$ cat src/rtl/enc_pkg.sv
// Shared types and constants for the one-hot scan encoder.
// ACT_HIGH/ACT_LOW select the active level of the captured request vector.
package enc_pkg;

   typedef enum logic {
      IDLE = 1'b0,
      SCAN = 1'b1
   } enc_state_t;

   localparam logic ACT_HIGH = 1'b1;
   localparam logic ACT_LOW  = 1'b0;

endpackage

$ cat src/rtl/lsb_prio_enc.sv
// Combinational lowest-set-bit priority encoder over a 2**OUT wide vector.
// o_found is low when the vector is all zeros (o_idx is then 0).
module lsb_prio_enc #(
   parameter int OUT = 4
) (
   input  logic [(1<<OUT)-1:0] i_vec,
   output logic [OUT-1:0]      o_idx,
   output logic                o_found
);

   localparam int IN = 1 << OUT;

   // Walking from the top down lets the lowest set bit win the last assignment
   always_comb begin
      o_idx   = '0;
      o_found = 1'b0;
      for (int i = IN - 1; i >= 0; i--) begin
         if (i_vec[i]) begin
            o_idx   = OUT'(i);
            o_found = 1'b1;
         end
      end
   end

endmodule

$ cat src/rtl/onehot_scan_enc.sv
// Sequential bit-vector-to-binary encoder: emits the index of every active
// request bit, lowest first, one beat per cycle over a valid/ready handshake.
module onehot_scan_enc
   import enc_pkg::*;
#(
   parameter int   OUT = 4,
   parameter logic ACT = ACT_HIGH
) (
   input  logic                clk,
   input  logic                reset,
   input  logic                in_valid,
   output logic                in_ready,
   input  logic [(1<<OUT)-1:0] in,
   output logic                out_valid,
   input  logic                out_ready,
   output logic [OUT-1:0]      out,
   output logic                out_last,
   output logic                none,
   output logic                busy
);

   localparam int IN = 1 << OUT;

   enc_state_t      r_state;
   logic [IN-1:0]   r_pending;
   logic [OUT-1:0]  r_out;
   logic            r_last;
   logic            r_none;

   logic [IN-1:0]   w_inNorm;
   logic [OUT-1:0]  w_inIdx;
   logic            w_inFound;
   logic            w_inOneHot;
   logic [IN-1:0]   w_pendNext;
   logic [OUT-1:0]  w_nextIdx;
   logic            w_nextFound;
   logic            w_nextOneHot;

   // Internally a set bit always means "active", whatever the input polarity
   assign w_inNorm     = (ACT == ACT_HIGH) ? in : ~in;
   assign w_inOneHot   = (w_inNorm & (w_inNorm - IN'(1))) == '0;
   assign w_pendNext   = r_pending & (r_pending - IN'(1));
   assign w_nextOneHot = (w_pendNext & (w_pendNext - IN'(1))) == '0;

   lsb_prio_enc #(.OUT(OUT)) u_inEnc (
      .i_vec   (w_inNorm),
      .o_idx   (w_inIdx),
      .o_found (w_inFound)
   );

   lsb_prio_enc #(.OUT(OUT)) u_nextEnc (
      .i_vec   (w_pendNext),
      .o_idx   (w_nextIdx),
      .o_found (w_nextFound)
   );

   // Index and last flag are precomputed one beat ahead so every output is a flop
   always_ff @(posedge clk) begin
      if (reset) begin
         r_state   <= IDLE;
         r_pending <= '0;
         r_out     <= '0;
         r_last    <= 1'b0;
         r_none    <= 1'b0;
      end else begin
         r_none <= 1'b0;
         case (r_state)
            IDLE: begin
               if (in_valid) begin
                  if (w_inFound) begin
                     r_state   <= SCAN;
                     r_pending <= w_inNorm;
                     r_out     <= w_inIdx;
                     r_last    <= w_inOneHot;
                  end else begin
                     r_none <= 1'b1;
                  end
               end
            end
            SCAN: begin
               if (out_ready) begin
                  r_pending <= w_pendNext;
                  r_out     <= w_nextIdx;
                  r_last    <= w_nextFound && w_nextOneHot;
                  if (!w_nextFound) begin
                     r_state <= IDLE;
                  end
               end
            end
            default: r_state <= IDLE;
         endcase
      end
   end

   assign in_ready  = (r_state == IDLE);
   assign out_valid = (r_state == SCAN);
   assign busy      = (r_state == SCAN);
   assign out       = r_out;
   assign out_last  = r_last;
   assign none      = r_none;

endmodule

$ cat config.mk
export PLATFORM = sky130hd
export DESIGN_NAME = onehot_scan_enc
export DESIGN_NICKNAME = d
export VERILOG_FILES = /design/src/rtl/enc_pkg.sv /design/src/rtl/lsb_prio_enc.sv /design/src/rtl/onehot_scan_enc.sv
export SDC_FILE = /design/constraint.sdc
export NUM_CORES = 1
export LEC_CHECK = 0
export ABC_AREA = 1
export BUFFER_PORTS_ARGS = -buffer_cell sky130_fd_sc_hd__buf_2
export CORE_ASPECT_RATIO = 1.1
export CORE_MARGIN = 3
export CORE_UTILIZATION = 35
export DETAILED_ROUTE_END_ITERATION = 8
export GPL_ROUTABILITY_DRIVEN = 1
export PLACE_DENSITY_LB_ADDON = 0.3
export SYNTH_ARGS = -nofsm -noshare
export SYNTH_HDL_FRONTEND = slang
export SYNTH_SLANG_ARGS = --single-unit
$ cat constraint.sdc
create_clock -name clk -period 2.7 [get_ports clk]
set_input_delay 0.405 -clock clk [delete_from_list [all_inputs] [get_ports clk]]
set_output_delay 0.405 -clock clk [all_outputs]
set_load 0.01 [all_outputs]
==> results of run 1 <==
layout by cell type (no fill, tap or decap):
master,Yosys,layout
a211oi_1,4,4
a21boi_0,1,1
a21boi_1,1,1
a21oi_1,21,21
a311oi_1,1,1
a31oi_1,13,13
a41oi_1,2,2
buf_2,0,28
buf_4,1,4
clkbuf_8,0,3
clkinv_2,0,1
dfxtp_1,23,23
inv_1,37,37
inv_2,9,9
nand2_1,82,82
nand2_2,5,5
nand3_1,10,10
nand3_2,1,1
nand4_1,1,1
nor2_1,38,38
nor2_2,3,3
nor2_4,7,7
nor3_1,3,3
nor3_4,1,1
nor4_1,2,2
o2111a_1,1,1
o2111ai_1,1,1
o211ai_1,3,3
o21ai_0,32,32
o21ai_1,1,1
o21ai_2,2,2
o221ai_1,1,1
o22ai_1,1,1
o31ai_1,1,1
or2_1,1,1
area by class of cell:
type                    count  area share
repair buffers             32     0.07949
flip-flops and latches     23      0.2151
multi-input cells         240      0.5611
inverters                  46     0.08065
well taps                  72     0.04208
clock buffers               3     0.01929
clock inverters             1    0.002338
cell families (layout without fill, tap and decap cells):
logic type	count (synthesis)	in the layout	synth area share
AOI/OAI and AO/OA	86	86	0.2701
DFF	23	23	0.2460
and+or+nand+nor	154	154	0.3717
buffers and inverters	55	82	0.1123
layer usage:
layer  vias to the layer above  GRT usage  routed length, um
li1                       1106          -                  -
met1                       964     0.2447               2431
met2                        60     0.2832               2365
met3                         8    0.01453                243
met4                         0    0.06469                114
met5                         -          0                  0
state kept, by name (all words and copies together), names as in the netlist:
| name | count |
|---|---|
| out | 4 |
| r_pending | 16 |
| busy | 1 |
| none | 1 |
| out_last | 1 |
worst register-to-register path, cell delays in order, from the launching register on:
cell	delay, ns
dfxtp_1	0.36
nor2_4	0.15
nand3_1	0.08
nor2_1	0.21
nand2_1	0.09
nand2_1	0.11
inv_1	0.08
or2_1	0.23
nor2_1	0.18
inv_2	0.05
nor2_1	0.15
nand2_1	0.07
nand2_1	0.09
nor2_1	0.04
nand3_1	0.09
a21oi_1	0.07
synth_stat cells, types with 3 or more instances:
cell      instances
nand2_1          82
nor2_1           38
inv_1            37
o21ai_0          32
dfxtp_1          23
a21oi_1          21
a31oi_1          13
nand3_1          10
inv_2             9
nor2_4            7
clkbuf_1          6
nand2_2           5
a211oi_1          4
nor2_2            3
nor3_1            3
o211ai_1          3
power groups by stage:
stage	combinational [uW]	sequential (uW)	clock (uW)
after floorplan	351	413	0
after global placement	474	416	0
after detailed placement	476	416	0
after CTS	477	408	220
after global routing	539	413	239
final	475	409	220
how the worst min path moves through the flow:
stage / from / end / slack (ns) / cells after the start
floorplan: r_pending[0]$_SDFFE_PP0P_ / r_pending[0]$_SDFFE_PP0P_ / 0.47 / 2
global placement: r_pending[1]$_SDFFE_PP0P_ / r_pending[1]$_SDFFE_PP0P_ / 0.49 / 2
detailed placement: r_pending[0]$_SDFFE_PP0P_ / r_pending[0]$_SDFFE_PP0P_ / 0.51 / 2
CTS: in_valid / none$_SDFF_PP0_ / 0.37 / 3
global route: in_valid / none$_SDFF_PP0_ / 0.38 / 3
finish: in_valid / none$_SDFF_PP0_ / 0.37 / 3
per-stage QoR:
step	total power [uW]	setup WS [ns]	std cells	hold slack [ns]	cell area [um2]
2_1_floorplan	763.9	0.9143	318	0.4722	1872
3_3_place_gp	889.7	0.3511	413	0.4936	2095
3_5_place_dp	891.6	0.3587	413	0.5064	2095
4_1_cts	1105	0.5079	417	0.3706	2141
5_1_grt	1192	0.2346	417	0.3823	2141
6_report	1103	0.5283	417	0.3663	2141
==> out/results.tsv, run 1 <==
metric	value	unit
outcome	completed	
global route total overflow	0	
RD Place Congestion	0.8843	
post-layout util	0.4197	
final layout net count	366	
slowest cell on the critical path	dfxtp_1	
Worst EP arrival	2.32	ns
Mapped Cells	318	
register-to-register setup slack	0.53	ns
core area	5101	um2
R2R Path Start	r_pending[4]$_SDFFE_PP0P_	
critical-path maximum fanout	3	
PwrDens	515.3	nW/um2
Initial DRC Count	99	
clk root buf	clkbuf_8	
# port buffers	28	
flip-flop and latch area	460.4	um2
crit path kind	reg2reg	
internal power	641.5	uW
unrepaired setup endpoints after global routing	no	
YS warnings	0	
CTS sink cnt	23	
Vias/cell	5.127	
fmax	460.5	MHz
buffer count from post-CTS setup fixing	0	
num ports	29	
worst skew pair latency	0.27	ns
leading area contributor after synthesis	dfxtp_1	
P_leak	0.001034	uW
FFs w/ async S/R, synth	0	
Yosys reg bits	23	
HP Class	in2reg	
Chip Height	82.70	um
worst path bufs/invs	2	
post-detail-place hpwl	4.236	mm
crit path capture	out_last$_SDFFE_PP0P_	
CP cell instances	nor2_4 -> nand3_1 -> nor2_1 -> nand2_1 -> nand2_1 -> inv_1 -> or2_1 -> nor2_1 -> inv_2 -> nor2_1 -> nand2_1 -> nand2_1 -> nor2_1 -> nand3_1 -> a21oi_1	
final WL	5.154	mm
area occupied by multi-input gates	1201	um2
Detail Route Antenna Nets	0	
R2R depth	15	
GRT Resource Usage Total	0.1767	
ANT cells	0	
initial antenna violation count	0	
largest net degree at the start of global routing	29	
Clock Power Share	0.199	
Hold Fails Final Rpt	0	
Synth Net Count	338	
total vias in the final route	2138	
largest cells by area after synthesis	dfxtp_1 (25%), nand2_1 (16%), o21ai_0 (8.6%), nor2_1 (7.6%), inv_1 (7.4%)	
Crit path largest cell delay	0.36	ns
Setup Skew	0.01313	ns
# resized after CTS	0	
layout cell share with drive strength beyond 1	0.1855	
die area	6262	um2
proportion of synthesized chip area in sequential cells	0.2460	
cts hold-fix bufs	0	
Startpoint Class	flop	
die width	75.73	um
FILL cells	567	
Initial Util	0.3669	
sw frac	0.4185	
synthesized area per cell	5.886	um2
Max VDD drop	0.0002146	V
Net Sw Power	461.7	uW
Mapped Area	1872	um2
Slew @ Worst Pin	0.4979	ns
Worst R2R End	out_last$_SDFFE_PP0P_	
CP delay by family, top	simple AND/OR/NAND/NOR gates	
number of synthesized flops with an enable pin	0	
top_reg_cell synth	dfxtp_1	
Max Cap Viol	0	
drt pass-1 iters	4	
Slew Viols, Final	0	
crit path capture type	flop	
CTS max path bufs	2	
Final Cycle Share	0.8043	
Area Overhead vs Synth	14.37	%
endpoints failing setup	0	
htree depth	1	
residual DRC count	0	
Cell Rows	27	
clock slew at reported path FFs	0.10	ns
WP data required	2.85	ns
routed len/inst	12.36	um
worst setup path start	r_pending[4]$_SDFFE_PP0P_	
Comb power frac	0.430	
Slew Limit Headroom	0.6677	
minimum clock period	2.172	ns
CTS Buf Count	3	
Yosys top cell area share	0.2460	
Critical Path Stages	15	
CTS tree	done	
first-pass GRT wire length	8.583	mm
vias in the first global route	1917	
sequential power share	0.370	
unique cell type count in the Yosys netlist	34	
Setup Total Neg Slack	0	ns
No activity file was read; power rests on OpenSTA's default activity.
==> run 2, diff against run 1 <==
Settings changed: ABC_AREA 1 to 0.
Clock period 2.7 ns to 1.8 ns, I/O delays scaled along.
==> run 2 against run 1 <==
The run now ends with negative setup slack left. Worst hold slack got worse by 0.037 ns. Clock skew decreased by 0.0080 ns. Cell count increased by 12%. Fmax decreased by 6.0%. Area after synthesis increased by 15%. Combinational power increased to 2.6 times the previous value. Largest cell class unchanged. Highest routed layer unchanged.
==> out/results.tsv, run 2 <==
metric	value	unit
Initial Util	0.3673	
outcome	finished with violations	
routed len/inst	16.24	um
busiest layer in global routing	met2	
HP Class	in2reg	
first-pass GRT wire length	12.23	mm
Max VDD drop	0.0003878	V
WP data required	1.98	ns
PwrDens	651.4	nW/um2
total vias in the final route	2694	
FILL cells	519	
GRT Resource Usage Total	0.2185	
top_reg_cell synth	dfxtp_1	
Initial DRC Count	208	
P_leak	0.001331	uW
Slew Limit Headroom	0.7260	
Yosys reg bits	23	
largest cells by area after synthesis	dfxtp_1 (21%), nand2_1 (5.8%), a21oi_1 (5.6%), nor2_1 (5.2%), o21ai_0 (5.1%)	
Max Cap Viol	0	
die width	80.66	um
Cell Rows	29	
die area	7107	um2
multiplexer share of the synthesized area	0	
# port buffers	28	
ANT cells	0	
met2 GRT Util	0.3773	
Reg with most FFs	r_pending	
post-layout util	0.5727	
crit path kind	reg2reg	
violated checks	negative setup slack	
Mapped Cells	299	
Detail Route Antenna Nets	0	
final WL	7.570	mm
GR Util met3	0.02058	
Synth Net Count	319	
synthesized area per cell	7.177	um2
post-detail-place hpwl	5.464	mm
Slew Viols, Final	0	
core area	5842	um2
Chip Height	88.12	um
setup ws final	-0.5098	ns
CTS max path bufs	2	
non-filler cells, final	466	
global route total overflow	0	
leading area contributor after synthesis	dfxtp_1	
xor/xnor cell area share of the yosys netlist	0	
Setup Skew	0.005151	ns
simple-gate share of the synthesized area	0.2956	
most common cell after layout, fill and taps aside	buf_4	
RD Place Congestion	0.9461	
crit path capture type	flop	
max FFs per register	16	
Mapped Area	2146	um2
Placed Instances	451	
largest net degree at the start of global routing	24	
M1 GR Usage	0.2812	
share of synthesized cell area in full adder, half adder and majority cells	0.03265	
Worst EP arrival	2.49	ns
CTS Buf Count	3	
layout cell share with drive strength beyond 1	0.4781	
proportion of synthesized chip area in sequential cells	0.2146	
num ports	29	
unrepaired setup endpoints after global routing	yes	
flip-flop and latch area	464.2	um2
main combinational cell family by area after synthesis	compound AO/OA/AOI/OAI gates	
CTS tree	done	
FFs w/ async S/R, synth	0	
Hold Fails Final Rpt	0	
compound-gate portion of the synthesized area	0.3796	
CTS sink cnt	23	
area occupied by multi-input gates	1869	um2
residual DRC count	0	
clock slew at reported path FFs	0.09	ns
vias in the first global route	2498	
Area Overhead vs Synth	55.92	%
Post-synth top cells	nand2_1 (33), nor2_1 (30), a21oi_1 (24)	
clk root buf	clkbuf_8	
endpoints failing setup	18	
fmax	432.9	MHz
htree depth	1	
drt pass-1 iters	5	
critical-path maximum fanout	7	
Min Hold Slack	0.3289	ns
pre-CTS setup slack	-0.5923	ns
unique cell type count in the Yosys netlist	58	
count leader, synth	nand2_1	
commonest cells after routing, fill and taps aside	buf_4 (72), nor2_1 (28), nand2_1 (27)	
Slew @ Worst Pin	0.4079	ns
YS warnings	0	
minimum clock period	2.310	ns
number of synthesized flops with an enable pin	0	
worst skew pair latency	0.27	ns
Startpoint Class	flop	
Yosys top cell area share	0.2146	
Final Cycle Share	1.283	
initial antenna violation count	0	
final layout net count	410	
Vias/cell	5.781	
-- run 2: cell count changes in the layout (fill, tap and decap cells not counted), sizes merged, moves of 10 or more --
cell / change
inv: -38
nand2: -52
o21ai: -12
a31oi: -10
a22oi: +11
buf: +80
nor2: -18
-- run 2: final cells by class --
type,count,area share
clock buffers,4,0.01346
inverters,9,0.01010
multi-input cells,241,0.5587
flip-flops and latches,23,0.1387
well taps,77,0.02880
repair buffers,112,0.2502
-- run 2: worst paths after layout --
| path | slack (ns) | cells after the start | end | from |
|---|---|---|---|---|
| worst min-delay path | 0.33 | 3 | out[3]$_SDFFE_PP0P_ | out_ready |
| worst min register to register | 0.50 | 2 | out[1]$_SDFFE_PP0P_ | out[1]$_SDFFE_PP0P_ |
| worst max-delay path | -0.51 | 7 | out_last$_SDFFE_PP0P_ | r_pending[3]$_SDFFE_PP0P_ |
| worst max register to register | -0.51 | 7 | out_last$_SDFFE_PP0P_ | r_pending[3]$_SDFFE_PP0P_ |
-- run 2: layer usage --
| layer | routed length (um) | vias up |
|---|---|---|
| li1 | - | 1309 |
| met1 | 3135 | 1264 |
| met2 | 3751 | 106 |
| met3 | 473 | 15 |
| met4 | 208 | 0 |
| met5 | 0 | - |
-- run 2: stage by stage --
stage	area [um2]	setup TNS (ns)	total power (uW)
2_1_floorplan	2325	-3.871	1224
3_3_place_gp	2958	-7.806	1595
3_5_place_dp	2958	-8.183	1608
4_1_cts	3224	-3.867	2097
5_1_grt	3346	-5.857	2307
6_report	3346	-4.205	2180
-- run 2: what timing repair did --
action | CTS | global route
cloned | 1 | 0
resized for setup | 39 | 23
buffers inserted | 6 | 6
hold buffers | 0 | 0
pin swaps | 20 | 14
hold endpoints to repair | 0 | 0
setup endpoints to repair | 21 | 22
-- run 2: report_power, final --
| part | switching, uW | total [uW] | internal [uW] |
|---|---|---|---|
| Sequential | 34.9 | 585 | 550 |
| Combinational | 645 | 1250 | 610 |
| Clock | 181 | 340 | 159 |
| Total | 861 | 2180 | 1320 |
-- run 2: cell families (layout without fill, tap and decap cells) --
kind of cell,count (synthesis),after routing
adders and majority gates,7,7
DFF,23,23
buffers and inverters,36,125
and+or+nand+nor,119,120
AOI/OAI and AO/OA,114,114
-- run 2: critical path, stage by stage, from the launching register on --
cell and delay [ns]:
dfxtp_2 0.35, or4_4 0.61, or3_4 0.36, buf_6 0.13, o21ai_1 0.08, a21oi_1 0.07, a311o_1 0.33, o41ai_2 0.29
